**src/rtl/spike_encoder.sv**
```systemverilog
`default_nettype none
// ============================================================================
// Module   : spike_encoder
// Purpose  : Pixel-to-spike encoder for the SNN input layer. Accepts one
//            frame of NUM_CH pixels, then emits one spike vector per step_en
//            for WINDOW timesteps using rate, stochastic (LFSR) or
//            time-to-first-spike encoding.
// Revision : 1.0 - initial release
// ============================================================================
module spike_encoder #(
  parameter int          NUM_CH  = 16,
  parameter int          PIXEL_W = 8,
  parameter int          WINDOW  = 32,
  parameter logic [15:0] SEED    = 16'hACE1
) (
  input  logic                        clk,
  input  logic                        rst_n,
  input  logic [1:0]                  mode,
  input  logic                        pix_valid,
  output logic                        pix_ready,
  input  logic [NUM_CH*PIXEL_W-1:0]   pix_data,
  input  logic                        step_en,
  input  logic                        flush,
  output logic [NUM_CH-1:0]           spike_out,
  output logic                        spike_valid,
  output logic [$clog2(WINDOW)-1:0]   step_idx,
  output logic                        window_done,
  output logic                        busy
);

  // Timestep counter width, threshold width (one extra bit so WINDOW fits)
  // and the full-precision width of pix*WINDOW + rounding term.
  localparam int c_cnt_w  = $clog2(WINDOW);
  localparam int c_thr_w  = c_cnt_w + 1;
  localparam int c_prod_w = PIXEL_W + c_thr_w;

  localparam logic [c_cnt_w-1:0]  c_last   = c_cnt_w'(WINDOW - 1);
  localparam logic [c_thr_w-1:0]  c_window = c_thr_w'(WINDOW);
  localparam logic [c_prod_w-1:0] c_win_p  = c_prod_w'(WINDOW);
  localparam logic [c_prod_w-1:0] c_half   = c_prod_w'(2 ** (PIXEL_W - 1));

  // Galois feedback mask for x^16 + x^14 + x^13 + x^11 + 1 (right-shifting form).
  localparam logic [15:0] c_lfsr_taps = 16'hB400;

  localparam logic [1:0] c_mode_stoch = 2'd1;
  localparam logic [1:0] c_mode_ttfs  = 2'd2;

  localparam logic c_st_idle = 1'b0;
  localparam logic c_st_run  = 1'b1;

  logic                        r_state;
  logic                        w_state_next;
  logic                        w_accept;
  logic                        w_step;
  logic                        w_last;
  logic [c_cnt_w-1:0]          r_t;
  logic [15:0]                 r_lfsr;
  logic [15:0]                 w_lfsr_next;
  logic [1:0]                  r_mode;
  logic [NUM_CH*PIXEL_W-1:0]   r_pix;
  logic [NUM_CH*c_thr_w-1:0]   r_thr;
  logic [NUM_CH*c_thr_w-1:0]   w_thr_new;
  logic [NUM_CH-1:0]           w_spike;

  // A frame is taken only through the ready handshake; flush blocks it via pix_ready.
  assign w_accept = pix_valid && pix_ready;
  // A timestep is consumed only while running and not being flushed.
  assign w_step   = (r_state == c_st_run) && step_en && !flush;
  assign w_last   = (r_t == c_last);

  assign w_lfsr_next = r_lfsr[0] ? ((r_lfsr >> 1) ^ c_lfsr_taps) : (r_lfsr >> 1);

  // Per-channel threshold computation for the incoming frame and spike decision
  // for the latched frame.
  generate
    for (genvar i = 0; i < NUM_CH; i++) begin : g_ch
      localparam int c_rot = i % 16;

      logic [PIXEL_W-1:0] w_pix_in;
      logic [PIXEL_W-1:0] w_pix;
      logic [PIXEL_W-1:0] w_rnd;
      logic [c_thr_w-1:0] w_thr;
      logic               w_rate;
      logic               w_stoch;
      logic               w_ttfs;

      assign w_pix_in = pix_data[i*PIXEL_W +: PIXEL_W];
      // Rounded scale of the pixel onto 0..WINDOW; full-width product, no truncation.
      assign w_thr_new[i*c_thr_w +: c_thr_w] =
        c_thr_w'((c_prod_w'(w_pix_in) * c_win_p + c_half) >> PIXEL_W);

      assign w_pix = r_pix[i*PIXEL_W +: PIXEL_W];
      assign w_thr = r_thr[i*c_thr_w +: c_thr_w];
      // Each channel sees the pre-shift LFSR rotated left by its index.
      assign w_rnd = PIXEL_W'((r_lfsr << c_rot) | (r_lfsr >> (16 - c_rot)));

      assign w_rate  = ({1'b0, r_t} < w_thr);
      assign w_stoch = (w_pix > w_rnd);
      assign w_ttfs  = (w_thr != '0) && ({1'b0, r_t} == (c_window - w_thr));

      assign w_spike[i] = (r_mode == c_mode_stoch) ? w_stoch :
                          (r_mode == c_mode_ttfs)  ? w_ttfs  : w_rate;
    end
  endgenerate

  // State register.
  always_ff @(posedge clk) begin
    if (!rst_n) begin
      r_state <= c_st_idle;
    end else begin
      r_state <= w_state_next;
    end
  end

  // Next-state: leave IDLE on accept, leave RUN on flush or on the final step.
  always_comb begin
    w_state_next = r_state;
    case (r_state)
      c_st_idle: if (w_accept) w_state_next = c_st_run;
      c_st_run:  if (flush || (step_en && w_last)) w_state_next = c_st_idle;
      default:   w_state_next = c_st_idle;
    endcase
  end

  // State-derived outputs; ready is withheld during reset and flush.
  always_comb begin
    pix_ready = (r_state == c_st_idle) && rst_n && !flush;
    busy      = (r_state == c_st_run);
  end

  // Frame capture, timestep counter, LFSR and registered spike outputs.
  always_ff @(posedge clk) begin
    if (!rst_n) begin
      r_t         <= '0;
      r_lfsr      <= SEED;
      r_mode      <= '0;
      r_pix       <= '0;
      r_thr       <= '0;
      spike_out   <= '0;
      spike_valid <= 1'b0;
      step_idx    <= '0;
      window_done <= 1'b0;
    end else begin
      spike_out   <= '0;
      spike_valid <= 1'b0;
      window_done <= 1'b0;
      if (flush) begin
        r_t <= '0;
      end else if (w_accept) begin
        r_pix  <= pix_data;
        r_mode <= mode;
        r_thr  <= w_thr_new;
        r_t    <= '0;
      end else if (w_step) begin
        spike_out   <= w_spike;
        spike_valid <= 1'b1;
        step_idx    <= r_t;
        window_done <= w_last;
        r_t         <= w_last ? '0 : r_t + 1'b1;
        r_lfsr      <= w_lfsr_next;
      end
    end
  end

endmodule
`default_nettype wire

```
**config.mk**
```make
export PLATFORM = sky130hd
export DESIGN_NAME = spike_encoder
export DESIGN_NICKNAME = d
export VERILOG_FILES = /design/src/rtl/spike_encoder.sv
export SDC_FILE = /design/constraint.sdc
export NUM_CORES = 1
export LEC_CHECK = 0
export BUFFER_PORTS_ARGS = -buffer_cell sky130_fd_sc_hd__buf_2
export CORE_MARGIN = 3
export CORE_UTILIZATION = 55
export CTS_CLUSTER_SIZE = 20
export DETAILED_ROUTE_END_ITERATION = 10
export PLACE_DENSITY = 0.74
export REMOVE_ABC_BUFFERS = 1
export SETUP_SLACK_MARGIN = 0.05
export SYNTH_ARGS = -nofsm -noshare
export SYNTH_HDL_FRONTEND = slang
export SYNTH_SLANG_ARGS = --single-unit
```
**constraint.sdc**
```tcl
create_clock -name clk -period 2.1 [get_ports clk]
set_clock_uncertainty 0.1 [all_clocks]
set_input_delay 0.21 -clock clk [delete_from_list [all_inputs] [get_ports clk]]
set_output_delay 0.21 -clock clk [all_outputs]
set_load 0.005 [all_outputs]
```
Word level (Yosys, flattened, before mapping)
Index checks and enable logic that the tools add are counted.
{ "word_totals": {"latch_bits": 0, "mem_bits_ro": 0, "ram_bits": 0, "n_memories": 0, "regBits": 271, "elab_cells": 197, "out_inout_bits": 25, "in_bits": 135} }
{ "op_classes": {"reduce_logical": 44, "n_eq_ne": 19, "n_mux": 38, "n_shift": 0, "addsub": 33, "bitwise_logic": 21, "n_mul": 0, "n_lt_le_gt_ge": 32, "div_mod_pow": 0} }
{ "ops": {"columns": ["cell", "count"], "rows": [
  ["13-bit by 8-bit adder with 14-bit output, second input constant", 16],
  ["8-bit > comparator", 16],
  ["5-bit by 6-bit == test with 1-bit output", 16],
  ["5-bit by 6-bit less-than comparator with 1-bit output", 16],
  ["6-bit nonzero test", 16],
  ["6-bit subtractor, first input constant", 16],
  ["1-bit by 8-bit bitwise OR with 8-bit output, first input constant", 8],
  ["1-bit 2-to-1 mux", 35],
  ["1-bit logical AND", 22],
  ["16-bit 2-to-1 mux", 1],
  ["8-bit by 1-bit bitwise OR with 8-bit output", 1],
  ["8-bit by 2-bit bitwise OR with 8-bit output", 1],
  ["8-bit by 3-bit bitwise OR with 8-bit output", 1],
  ["8-bit by 4-bit bitwise OR with 8-bit output", 1],
  ["8-bit by 5-bit bitwise OR with 8-bit output", 1],
  ["8-bit by 6-bit bitwise OR with 8-bit output", 1],
  ["8-bit by 7-bit bitwise OR with 8-bit output", 1],
  ["5-bit by 1-bit adder with 5-bit output, second input constant", 1],
  ["5-bit == test, second input constant", 1],
  ["5-bit 2-to-1 mux", 1],
  ["1-bit inverter", 5],
  ["3-bit inverter with 4-bit output", 1],
  ["4-bit OR reduction", 1],
  ["3-bit AND reduction", 1],
  ["7 further kinds", 7]
]} }

Depth between registers and ports, before layout
Gate-level depths: netlist (run 1).
{ "logic_depth": {"ltp_word": 6, "ltp_mapped": 8, "mapped_depth_nobuf": 7} }

Worst setup path after synthesis (run 1)
No wires, ideal clock.
{ "synth_path": {"kind": "register -> register", "startpoint": "register r_t[1]", "endpoint": "register spike_out[1]", "path_buffers": 2, "path_stages_with_launch": 8, "required_ns": 1.908, "period_less_slack_ns": 1.996, "slack_ns": 0.104, "t_arrival_ns": 1.804, "setup_ns": 0.092, "cell_sequence": "dfxtp_1 buf_2 buf_2 xnor2_1 nand2_1 nor4_1 a21oi_1 o32ai_1"} }
{ "synth_between": {"elab_chain_len": 4, "word_cells_on_any_way": 5, "cone_classes": "1 x order compare; 1 x eq/ne; 2 x mux; 1 x reduce/logical"} }
{ "synth_lines": {"columns": ["element", "line_no", "text"], "rows": [
  ["start, declared", "56", "logic [c_cnt_w-1:0] r_t;"],
  ["start signal, assigned", "159", "r_t <= w_last ? '0 : r_t + 1'b1;"],
  ["parallel branches: the longest is 2 deep, another holds 5-bit by 6-bit less-than comparator with 1-bit output", null, null],
  ["1-bit 2-to-1 mux *", "102", "(r_mode == c_mode_ttfs) ? w_ttfs : w_rate;"],
  ["1-bit 2-to-1 mux *", "101", "assign w_spike[i] = (r_mode == c_mode_stoch) ? w_stoch :"],
  ["end signal, assigned", "155", "spike_out <= w_spike;"],
  ["end, declared", "24", "output logic [NUM_CH-1:0] spike_out,"]
]} }
Mark *: on every way between the ends.
A chain may end at the register's enable or synchronous reset.

Worst setup path after layout (run 1)
{ "layout_path": {"startpoint": "register r_lfsr[10]", "endpoint": "register spike_out[10]"} }
{ "layout_between": {"elab_chain_len": 3} }
{ "layout_lines": {"columns": ["element", "line_no", "text"], "rows": [
  ["start, declared", "57", "logic [15:0] r_lfsr;"],
  ["start signal, assigned", "160", "r_lfsr <= w_lfsr_next;"],
  ["1-bit by 8-bit bitwise OR with 8-bit output", "95", "assign w_rnd = PIXEL_W'((r_lfsr << c_rot) | (r_lfsr >> (16 - c_rot)));"],
  ["8-bit > comparator", "98", "assign w_stoch = (w_pix > w_rnd);"],
  ["1-bit 2-to-1 mux", "101", null]
]} }
No other way between the ends.

==> results of run 1 <==
-- cells in the mapped netlist (4+ instances only) --
| cell type | count | area, um2 |
|---|---|---|
| inv_1 | 113 | 424.2 |
| mux2i_1 | 13 | 130.1 |
| nor2b_1 | 21 | 131.4 |
| dfxtp_1 | 271 | 5425 |
| o211ai_1 | 25 | 187.7 |
| nand3_1 | 17 | 85.08 |
| nor3_1 | 35 | 175.2 |
| o21a_1 | 4 | 30.03 |
| xnor2_1 | 118 | 1033 |
| and3_1 | 63 | 394.1 |
| clkbuf_1 | 38 | 142.6 |
| a21boi_1 | 27 | 202.7 |
| ha_1 | 242 | 3028 |
| nor3b_1 | 12 | 90.09 |
| nand2b_1 | 34 | 212.7 |
| nor2_1 | 43 | 161.4 |
| nand4_1 | 49 | 306.5 |
| nand3b_1 | 13 | 97.59 |
| nand2_1 | 477 | 1790 |
| o21ai_0 | 61 | 305.3 |
| a211oi_1 | 31 | 232.7 |
| a21oi_1 | 67 | 335.3 |
| buf_1 | 5 | 18.77 |
| a2111oi_0 | 19 | 166.4 |
| a21boi_0 | 146 | 1096 |
| nor4_1 | 11 | 68.82 |
| xor2_1 | 51 | 446.7 |
| o32ai_1 | 12 | 105.1 |
| buf_2 | 45 | 225.2 |
| o211a_1 | 35 | 350.3 |
| buf_4 | 10 | 75.07 |
-- stage by stage --
step	hold slack [ps]	util	cells	instance area, um2	setup TNS, ps
floorplan	198.9	-	2043	17280	-469940
global placement	345.9	0.6074	2659	19260	0
global route	53.41	0.6914	2862	21930	0
finish	40.50	0.6914	2862	21930	0
CTS	13.62	0.6849	2847	21720	0
detailed placement	356.4	0.6074	2659	19260	0
-- worst min-delay path, stage by stage --
cell and delay, ps:
buf_2 160, nor2_2 140, nand2_1 90, a21boi_0 60
-- how the worst min path moves through the flow --
stage	from	to	slack, ps	cells after the start
2_1_floorplan	rst_n	r_lfsr[0]	200	1
3_5_place_dp	r_pix[122]	r_pix[122]	360	2
5_1_grt	flush	r_lfsr[4]	50	4
6_report	flush	r_lfsr[4]	40	4
4_1_cts	flush	r_lfsr[4]	10	4
3_3_place_gp	r_pix[67]	r_pix[67]	350	2
-- area by class of cell --
cell class | instances | area (um2)
clock buffer | 44 | 914.6
clock inverter | 11 | 211.5
fill | 2450 | 9788
inverter | 114 | 457.9
multi-input combinational | 1658 | 11480
sequential | 271 | 5436
tap | 402 | 503.0
timing repair buffer | 362 | 2922
-- logic make-up after synthesis --
family,after synthesis
AO/OA/AOI/OAI,449
adder cells (fa/ha/maj),242
multiplexers,13
flip-flops,271
AND/OR/NAND/NOR,785
XOR/XNOR,169
buffers and inverters,214
-- timing repair --
action | 4_1_cts | 5_1_grt
endpoints found under the setup margin | 0 | 10
resized for setup | 0 | 30
endpoints found under the hold margin | 223 | 0
hold buffers | 133 | 0
buffers inserted | 0 | 15
-- sequential cells by signal, summed over array words and instances (netlist names), 2 cells and up --
| name | cells |
|---|---|
| r_pix | 128 |
| r_thr | 96 |
| r_lfsr | 16 |
| spike_out | 16 |
| r_t | 5 |
| step_idx | 5 |
| r_mode | 2 |
-- cell usage in the layout, fill, tap and decap left out, types with 29 or more instances in the layout --
master         instances
o21ai_0               58
ha_1                 241
nand4_1               49
nor2_1                42
clkbuf_16             31
a21oi_1               67
nor3_1                35
buf_4                 49
a211oi_1              29
xnor2_1              118
dlygate4sd3_1        133
a21boi_0             146
dfxtp_1              262
o211a_1               35
inv_1                105
nand2b_1              34
xor2_1                51
nand2_1              477
and3_1                63
buf_2                158
-- routing by layer --
layer  up-vias  GRT usage  routed length (um)
li1       8041          -                   -
met1      7732     0.3731               21760
met2       487     0.5009               24250
met3       130    0.03342                2804
met4         0    0.09979                1867
met5         -          0                   0
-- power groups by stage --
stage,Sequential (W),Combinational [W],Clock [W]
2_1_floorplan,0.00553,0.00119,0
4_1_cts,0.00546,0.00199,0.00603
6_report,0.00547,0.00205,0.00596
3_3_place_gp,0.00557,0.00172,0
5_1_grt,0.00549,0.00228,0.00622
3_5_place_dp,0.00558,0.00178,0
==> metrics.md, run 1 <==
| Metric | Value |
|---|---|
| Status | `completed` |
| CP Max Fanout | `7` |
| Synthesized area | `17760 um2` |
| Post-Synth XOR/XNOR Area | `0.08333` |
| Final WS setup | `128.4 ps` |
| CP max stage cell | `dfxtp_2` |
| Final net count | `2814` |
| Synth Area per Inst | `8.289 um2` |
| Clock Path Buffers | `3` |
| Final ANT Viol Nets | `0` |
| Clock share of power | `0.442` |
| Synth warn | `0` |
| RSZ-0062 raised after global routing | `true` |
| Worst Setup End Kind | `register` |
| Worst hold path class | `in2reg` |
| Pwr Density | `614.5 nW/um2` |
| Post-synthesis mux area share | `0.007325` |
| Largest family of logic cells by synthesized area | `simple AND/OR/NAND/NOR gates` |
| Worst path bufs/invs | `2` |
| Core ar. | `31720 um2` |
| Async S/R FF share, synth | `0` |
| Reg2reg setup slack | `130 ps` |
| First-pass GRT wire length | `81060 um` |
| Cell count after synthesis | `2143` |
| Simple-gate area share of the yosys netlist | `0.2026` |
| Htree depth | `1` |
| Area Growth Syn to Fin | `23.46%` |
| CTS tree | `done` |
| WP depth | `8` |
| WP data arrival | `2370 ps` |
| DRT Pass-1 Iters | `5` |
| Net Sw Power | `0.003407 W` |
| Ys flop type | `dfxtp_1` |
| Post-DP HPWL | `34440 um` |
| Drt total wl | `50680 um` |
| Synth Area in Compound Gates | `0.1795` |
| Initial antenna violation count | `0` |
| Crit path to | `spike_out[10]` |
| Period utilization | `0.9388` |
| Lkg Pwr | `9.715 nW` |
| Final Critical Period | `1972 ps` |
| Slew margin rel. | `0.2826` |
| Endpoints failing hold | `0` |
| EDFF count, synth | `0` |
| Vias in the first global route | `16120` |
| DIE AREA | `34490 um2` |
| Share of layout cells above drive strength 1 | `0.1268` |
| Final Max Tran Viols | `0` |
| CP startpoint | `r_lfsr[10]` |
| Cell-by-cell trace of the critical path | `clkinvlp_4 > buf_4 > ha_1 > nand2_1 > nor2_1 > o21ai_0 > a221oi_1 > a21o_1` |
| Clk slew on worst S/H paths | `60 ps` |
| Starting density of the core | `0.5600` |
| VDD IR max | `665.4 uV` |
| Detailed-route DRC error count | `0` |
| Crit Reg-Reg Startpoint | `r_lfsr[10]` |
| Library cells used by synthesis | `56` |
| Post-Synth Adder-Cell Area | `0.1705` |
| Via Count | `16390` |
| FF-to-FF path depth | `8` |
| Post-synthesis sequential area ratio | `0.3054` |
| Comb pwr share | `0.152` |
| Overall Power | `0.01348 W` |
| N_diodes | `0` |
| Die Width | `185.7 um` |
| Max-cap viol count | `0` |
| Gr ovfl total | `0` |
| Number of I/O port buffers | `159` |
| Gr usage total | `0.2887` |
| Routed WL per cell | `17.71 um` |
| CTS buffer count | `30` |
| Vias per cell | `5.727` |
| Die Y | `185.7 um` |
| Worst path required time | `2490 ps` |
| Startpoint Class | `register` |
| Largest net degree at the start of global routing | `247` |
| Internal | `0.01007 W` |
| CP top delay family | `compound AO/OA/AOI/OAI gates` |
| Initial DRC count | `971` |
| RD Place Congestion | `0.9013` |
| WS Path Type | `reg2reg` |
| Synth Register Bits | `271` |
| CTS sink count | `271` |
| Max Clk Rate | `507.2 MHz` |
| Finish-stage setup viols | `0` |
| Top-level I/O count | `160` |
| Part of the power in registers | `0.406` |
| Max incr delay on CP | `380 ps` |
| Reg-to-reg endpoint | `spike_out[10]` |
| Row cnt | `65` |
| Sw Ratio | `0.2529` |
| Root Buffer Master | `clkbuf_16` |
| Clock Latency Late Sink | `560 ps` |
| Worst-Margin Slew | `1076 ps` |
| Post-place setup slack | `59.28 ps` |
(Power assumes the default switching activity.)
==> run 2: changes to the inputs <==
--- a/config.mk
+++ b/config.mk
@@ -10,6 +10,7 @@
 export CORE_UTILIZATION = 55
 export CTS_CLUSTER_SIZE = 20
 export DETAILED_ROUTE_END_ITERATION = 10
+export MAX_ROUTING_LAYER = met4
 export PLACE_DENSITY = 0.74
 export REMOVE_ABC_BUFFERS = 1
 export SETUP_SLACK_MARGIN = 0.05
==> metrics.md, run 2 (synthesis results as in run 1) <==
| Metric | Value |
|---|---|
| Top-level I/O count | `160 (unchanged)` |
| WP data arrival | `2390 ps (+20 ps)` |
| Endpoints failing hold | `0 (unchanged)` |
| CTS buffer count | `30 (unchanged)` |
| CP max stage cell | `dfxtp_1` |
| Worst path bufs/invs | `1 (-1)` |
| Most common cell after layout, fill and taps aside | `nand2_1` |
| Core ar. | `31720 um2 (unchanged)` |
| Clock share of power | `0.443 (about the same)` |
| Row cnt | `65 (unchanged)` |
| Status | `completed` |
| Fill cells | `2454 (+0.16%)` |
| VDD IR max | `639.5 uV (-3.9%)` |
| Placed Area | `19250 um2 (about the same)` |
| Clk slew on worst S/H paths | `60 ps (about the same)` |
| Htree depth | `1 (unchanged)` |
| Core Util, Final | `0.6885 (-0.002919)` |
| Root Buffer Master | `clkbuf_16` |
| Worst Setup End Kind | `register` |
| Fin Setup TNS | `0 ps (unchanged)` |
| Area Growth Syn to Fin | `22.93%` |
| Biggest regs | `r_pix: 128 flops, r_thr: 96 flops` |
| Initial DRC count | `1086 (+12%)` |
| Sw Ratio | `0.2559 (+0.003061)` |
| Clock Latency Late Sink | `560 ps (about the same)` |
| RSZ-0062 raised after global routing | `true` |
| Number of I/O port buffers | `159 (unchanged)` |
| Max Clk Rate | `491.0 MHz (-3.2%)` |
| Cell-by-cell trace of the critical path | `clkinvlp_4 > ha_1 > a21oi_1 > nor2_1 > a211oi_1 > a221oi_2 > a21o_1` |
| Net Sw Power | `0.003455 W (+1.4%)` |
| Largest net degree at the start of global routing | `136 (-45%)` |
| Pwr Density | `618.3 nW/um2 (+0.62%)` |
| Finish-stage setup viols | `0 (unchanged)` |
| CTS sink count | `271 (unchanged)` |
| Via Count | `16490 (+0.63%)` |
| Slew margin rel. | `0.3431 (+0.06053)` |
| Share of layout cells above drive strength 1 | `0.1235 (-0.003357)` |
| Clock Path Buffers | `3 (unchanged)` |
| DIE AREA | `34490 um2 (unchanged)` |
| Lkg Pwr | `9.683 nW (-0.33%)` |
| Gr usage total | `0.3025 (+0.01377)` |
| Worst-Margin Slew | `985.4 ps (-90.80 ps)` |
| Part of the power in registers | `0.405 (about the same)` |
| Final Critical Period | `2037 ps (+65.08 ps)` |
| Routed WL per cell | `18.13 um (+2.4%)` |
| Startpoint Class | `register` |
| Die Width | `185.7 um (unchanged)` |
| RD Place Congestion | `0.9197 (+2.0%)` |
| Drt total wl | `51790 um (+2.2%)` |
| Post-DP HPWL | `35440 um (+2.9%)` |
| Final ANT Viol Nets | `0 (unchanged)` |
| Period utilization | `0.9698 (+0.03099)` |
| Worst hold path class | `in2reg` |
| Commonest cells after routing, fill and taps aside | `nand2_1 (477), dfxtp_1 (264), ha_1 (242)` |
| Final WS setup | `63.35 ps (-65.08 ps)` |
| Largest Register | `r_pix` |
| Initial antenna violation count | `0 (unchanged)` |
| N_diodes | `0 (unchanged)` |
| Vias per cell | `5.775 (+0.84%)` |
| First-pass GRT wire length | `82320 um (+1.5%)` |
| Final Max Tran Viols | `0 (unchanged)` |
| Worst path required time | `2450 ps (-40 ps)` |
| Max reg flops | `128 (unchanged)` |
| DRT Pass-1 Iters | `5 (unchanged)` |
| Starting density of the core | `0.5600 (unchanged)` |
| Gr ovfl total | `0 (unchanged)` |
| WS Path Type | `reg2reg` |
| Detailed-route DRC error count | `0 (unchanged)` |
| CTS tree | `done` |
| Max incr delay on CP | `380 ps (about the same)` |
| Max-cap viol count | `0 (unchanged)` |
| Final Instance Area | `21840 um2 (-0.42%)` |
| Vias in the first global route | `16230 (+0.67%)` |
| Internal | `0.01005 W (-0.21%)` |
| Post-place setup slack | `117.3 ps (+57.98 ps)` |
| Die Y | `185.7 um (unchanged)` |
| Comb pwr share | `0.152 (about the same)` |
| CP top delay family | `compound AO/OA/AOI/OAI gates` |
| Final net count | `2807 (-0.25%)` |
| CP Max Fanout | `6 (-1)` |
## run 2: changes by cell type in the layout (fill, tap and decap cells not counted), sizes merged
| cell | before | now |
|---|---|---|
| clkbuf | 44 | 38 |
| inv | 106 | 110 |
| clkinvlp | 9 | 6 |
| buf | 229 | 222 |
| bufinv | 6 | 7 |
| clkinv | 4 | 9 |
## run 2: timing repair
action | 4_1_cts | 5_1_grt
hold buffers | 133 | 0
gates resized for setup | 0 | 23
endpoints found under the hold margin | 228 | 0
setup endpoints to repair | 0 | 13
setup buffers | 0 | 8
## run 2: layout make-up
type / instances / area (um2) / share of cell area
Clock inverter: 18 / 274.0 / 0.01255
Inverter: 114 / 442.9 / 0.02028
Sequential cell: 271 / 5434 / 0.2488
Clock buffer: 38 / 852.1 / 0.03902
Tap cell: 402 / 503.0 / 0.02303
Timing Repair Buffer: 355 / 2856 / 0.1308
Multi-Input combinational cell: 1658 / 11470 / 0.5255
## run 2: metal layers
| layer | up-vias | track usage | wire [um] |
|---|---|---|---|
| li1 | 8026 | - | - |
| met1 | 7795 | 0.3853 | 22620 |
| met2 | 527 | 0.5006 | 24210 |
| met3 | 145 | 0.03283 | 2986 |
| met4 | 0 | 0.1075 | 1970 |
| met5 | - | - | 0 |
## run 2: stage by stage
| step | std cells | hold WS (ps) | power [W] |
|---|---|---|---|
| 2_1_floorplan | 2043 | 198.9 | 0.006721 |
| 3_3_place_gp | 2659 | 348.0 | 0.007304 |
| 3_5_place_dp | 2659 | 352.8 | 0.007373 |
| 4_1_cts | 2848 | 70.51 | 0.01350 |
| 5_1_grt | 2856 | 69.59 | 0.01403 |
| 6_report | 2856 | 69.60 | 0.01350 |
## run 2: worst min-delay path: cells and delay by family
kind                   cells  cell delay, ps
AOI/OAI and AO/OA          1             130
buffers and inverters      2             310
## run 2: path summary, 6_finish.rpt
path                    from  slack (ps)             to  cells past startpoint
setup / recovery  r_lfsr[11]          60  spike_out[10]                      7
hold / removal         rst_n          70      r_lfsr[7]                      3
setup reg to reg  r_lfsr[11]          60  spike_out[10]                      7
hold reg to reg    r_pix[66]         360      r_pix[66]                      2
## run 2: power groups by stage
stage	clock, W	sequential [W]	combinational (W)
finish	0.00598	0.00547	0.00205
detailed placement	0	0.00558	0.00180
CTS	0.00603	0.00546	0.00200
global route	0.00625	0.00549	0.00230
floorplan	0	0.00553	0.00119
global placement	0	0.00557	0.00173
==> run 3: changes to the inputs <==
--- a/config.mk
+++ b/config.mk
@@ -11,7 +11,7 @@
 export CTS_CLUSTER_SIZE = 20
 export DETAILED_ROUTE_END_ITERATION = 10
 export MAX_ROUTING_LAYER = met4
-export PLACE_DENSITY = 0.74
+export PLACE_DENSITY_LB_ADDON = 0.15
 export REMOVE_ABC_BUFFERS = 1
 export SETUP_SLACK_MARGIN = 0.05
 export SYNTH_ARGS = -nofsm -noshare
==> metrics.md, run 3 (synthesis results as in run 1) <==
| Metric | Value |
|---|---|
| Status | `completed` |
| Startpoint Class | `register` |
| Share of layout cells above drive strength 1 | `0.1237 (+0.0002562)` |
| Gr ovfl total | `0 (unchanged)` |
| Initial antenna violation count | `1 (+1)` |
| Clock Path Buffers | `3 (unchanged)` |
| Top-level I/O count | `160 (unchanged)` |
| Part of the power in registers | `0.415 (+0.010)` |
| Detailed-route DRC error count | `0 (unchanged)` |
| Final WS setup | `83.81 ps (+20.46 ps)` |
| Final Critical Period | `2016 ps (-20.46 ps)` |
| Clk slew on worst S/H paths | `60 ps (about the same)` |
| Clock share of power | `0.429 (-0.014)` |
| Post-place setup slack | `77.35 ps (-39.91 ps)` |
| Pwr Density | `602.3 nW/um2 (-2.6%)` |
| Net Sw Power | `0.003415 W (-1.2%)` |
| Die Width | `185.7 um (unchanged)` |
| Vias in the first global route | `15890 (-2.1%)` |
| Final net count | `2813 (+0.21%)` |
| Number of I/O port buffers | `159 (unchanged)` |
| Max reg flops | `128 (unchanged)` |
| WP data arrival | `2340 ps (-50 ps)` |
| Comb pwr share | `0.156 (+0.004)` |
| First-pass GRT wire length | `81070 um (-1.5%)` |
| Starting density of the core | `0.5600 (unchanged)` |
| Lkg Pwr | `9.669 nW (-0.15%)` |
| Worst Setup End Kind | `register` |
| Gr usage total | `0.2974 (-0.005072)` |
| Largest net degree at the start of global routing | `248 (+82%)` |
| Fill cells | `2563 (+4.4%)` |
| DRT Pass-1 Iters | `5 (unchanged)` |
| Final Max Tran Viols | `0 (unchanged)` |
| Max Clk Rate | `496.0 MHz (+1.0%)` |
| Vias per cell | `5.769 (-0.11%)` |
| Final Instance Area | `21880 um2 (+0.22%)` |
| Final ANT Viol Nets | `0 (unchanged)` |
| Post-DP HPWL | `34250 um (-3.3%)` |
| CTS sink count | `271 (unchanged)` |
| CP Max Fanout | `7 (+1)` |
| Routed WL per cell | `17.82 um (-1.7%)` |
| Most common cell after layout, fill and taps aside | `nand2_1` |
| Internal | `0.009767 W (-2.8%)` |
| CTS tree | `done` |
| Slew margin rel. | `0.3880 (+0.04495)` |
| WS Path Type | `reg2reg` |
| Placed Area | `19220 um2 (-0.17%)` |
| Root Buffer Master | `clkbuf_16` |
| Via Count | `16500 (+0.030%)` |
| Max-cap viol count | `0 (unchanged)` |
| Area Growth Syn to Fin | `23.20%` |
| Commonest cells after routing, fill and taps aside | `nand2_1 (477), dfxtp_1 (265), ha_1 (239)` |
| DIE AREA | `34490 um2 (unchanged)` |
| FF+latch area | `5433 um2 (about the same)` |
| VDD IR max | `734.3 uV (+15%)` |
| Area of the multi-input gates | `11490 um2 (+0.15%)` |
| RSZ-0062 raised after global routing | `true` |
| Sw Ratio | `0.2591 (+0.003125)` |
| Hold path depth | `4 (+1)` |
| Worst hold path class | `in2reg` |
| Period utilization | `0.9601 (-0.009744)` |
| Core ar. | `31720 um2 (unchanged)` |
| Htree depth | `1 (unchanged)` |
| Finish-stage setup viols | `0 (unchanged)` |
| Largest Register | `r_pix` |
| Endpoints failing hold | `0 (unchanged)` |
| Drt total wl | `50970 um (-1.6%)` |
| Row cnt | `65 (unchanged)` |
| Die Y | `185.7 um (unchanged)` |
| Worst-Margin Slew | `917.9 ps (-67.42 ps)` |
| Initial DRC count | `1024 (-5.7%)` |
| Clock Latency Late Sink | `570 ps (about the same)` |
| CTS buffer count | `31 (+3.3%)` |
| RD Place Congestion | `0.9153 (-0.48%)` |
| Biggest regs | `r_pix: 128 flops, r_thr: 96 flops` |
| Worst path required time | `2430 ps (-20 ps)` |
| FF-to-FF path depth | `8 (+1)` |
## run 3: changes by cell type in the layout (fill, tap and decap cells not counted), sizes merged
cell,before,now
clkbuf,38,42
diode,0,1
buf,222,224
clkinvlp,6,8
clkinv,9,7
inv,110,108
dlygate4sd3,133,135
bufinv,7,4
## run 3: path summary, 6_finish.rpt
path,startpoint,end,slack (ps)
hold reg to reg,r_pix[59],r_pix[59],360
hold / removal,pix_data[24],r_pix[24],350
setup / recovery,r_lfsr[3],spike_out[14],80
setup reg to reg,r_lfsr[3],spike_out[14],80
## run 3: layer usage
layer | share of wire | wire (um) | global-route usage | up-vias
li1 | - | - | - | 8030
met1 | 0.44 | 22600 | 0.3859 | 7783
met2 | 0.46 | 23690 | 0.4840 | 558
met3 | 0.058 | 2937 | 0.03811 | 127
met4 | 0.034 | 1738 | 0.09651 | 0
met5 | 0 | 0 | - | -
## run 3: power by group through the flow
stage               sequential (W)  combinational (W)  clock (W)
floorplan                  0.00553            0.00119          0
global placement           0.00557            0.00174          0
detailed placement         0.00557            0.00179          0
CTS                        0.00546            0.00200    0.00574
global route               0.00549            0.00230    0.00597
finish                     0.00547            0.00205    0.00566
## run 3: timing repair
item,in CTS,in global routing
hold buffers,135,0
gates resized for setup,0,22
buffers inserted,0,16
endpoints found under the hold margin,220,0
endpoints found under the setup margin,0,11
## run 3: critical path, stage by stage (launching register included)
cell and delay, ps:
dfxtp_2 410, clkinvlp_4 230, buf_4 200, ha_4 200, nor2b_1 120, o21ai_0 170, nand2b_1 70, a211oi_1 250
o32ai_1 110
## run 3: area by class of cell
cell class,count,area share
Clock inverter,13,0.007775
Multi-Input combinational cell,1658,0.5251
Sequential cell,271,0.2482
Timing Repair Buffer,360,0.1344
Antenna cell,1,0.0001143
Clock buffer,41,0.04082
Tap cell,402,0.02298
Inverter,114,0.02058
## run 3: through the flow
stage	total power [W]	hold slack, ps	std cells	util	TNS, ps
floorplan	0.006721	198.9	2043	-	-469940
global placement	0.007303	347.2	2653	0.6060	0
detailed placement	0.007364	353.6	2653	0.6060	0
CTS	0.01320	325.2	2842	0.6821	0
global route	0.01375	359.7	2860	0.6900	0
finish	0.01318	346.0	2860	0.6900	0
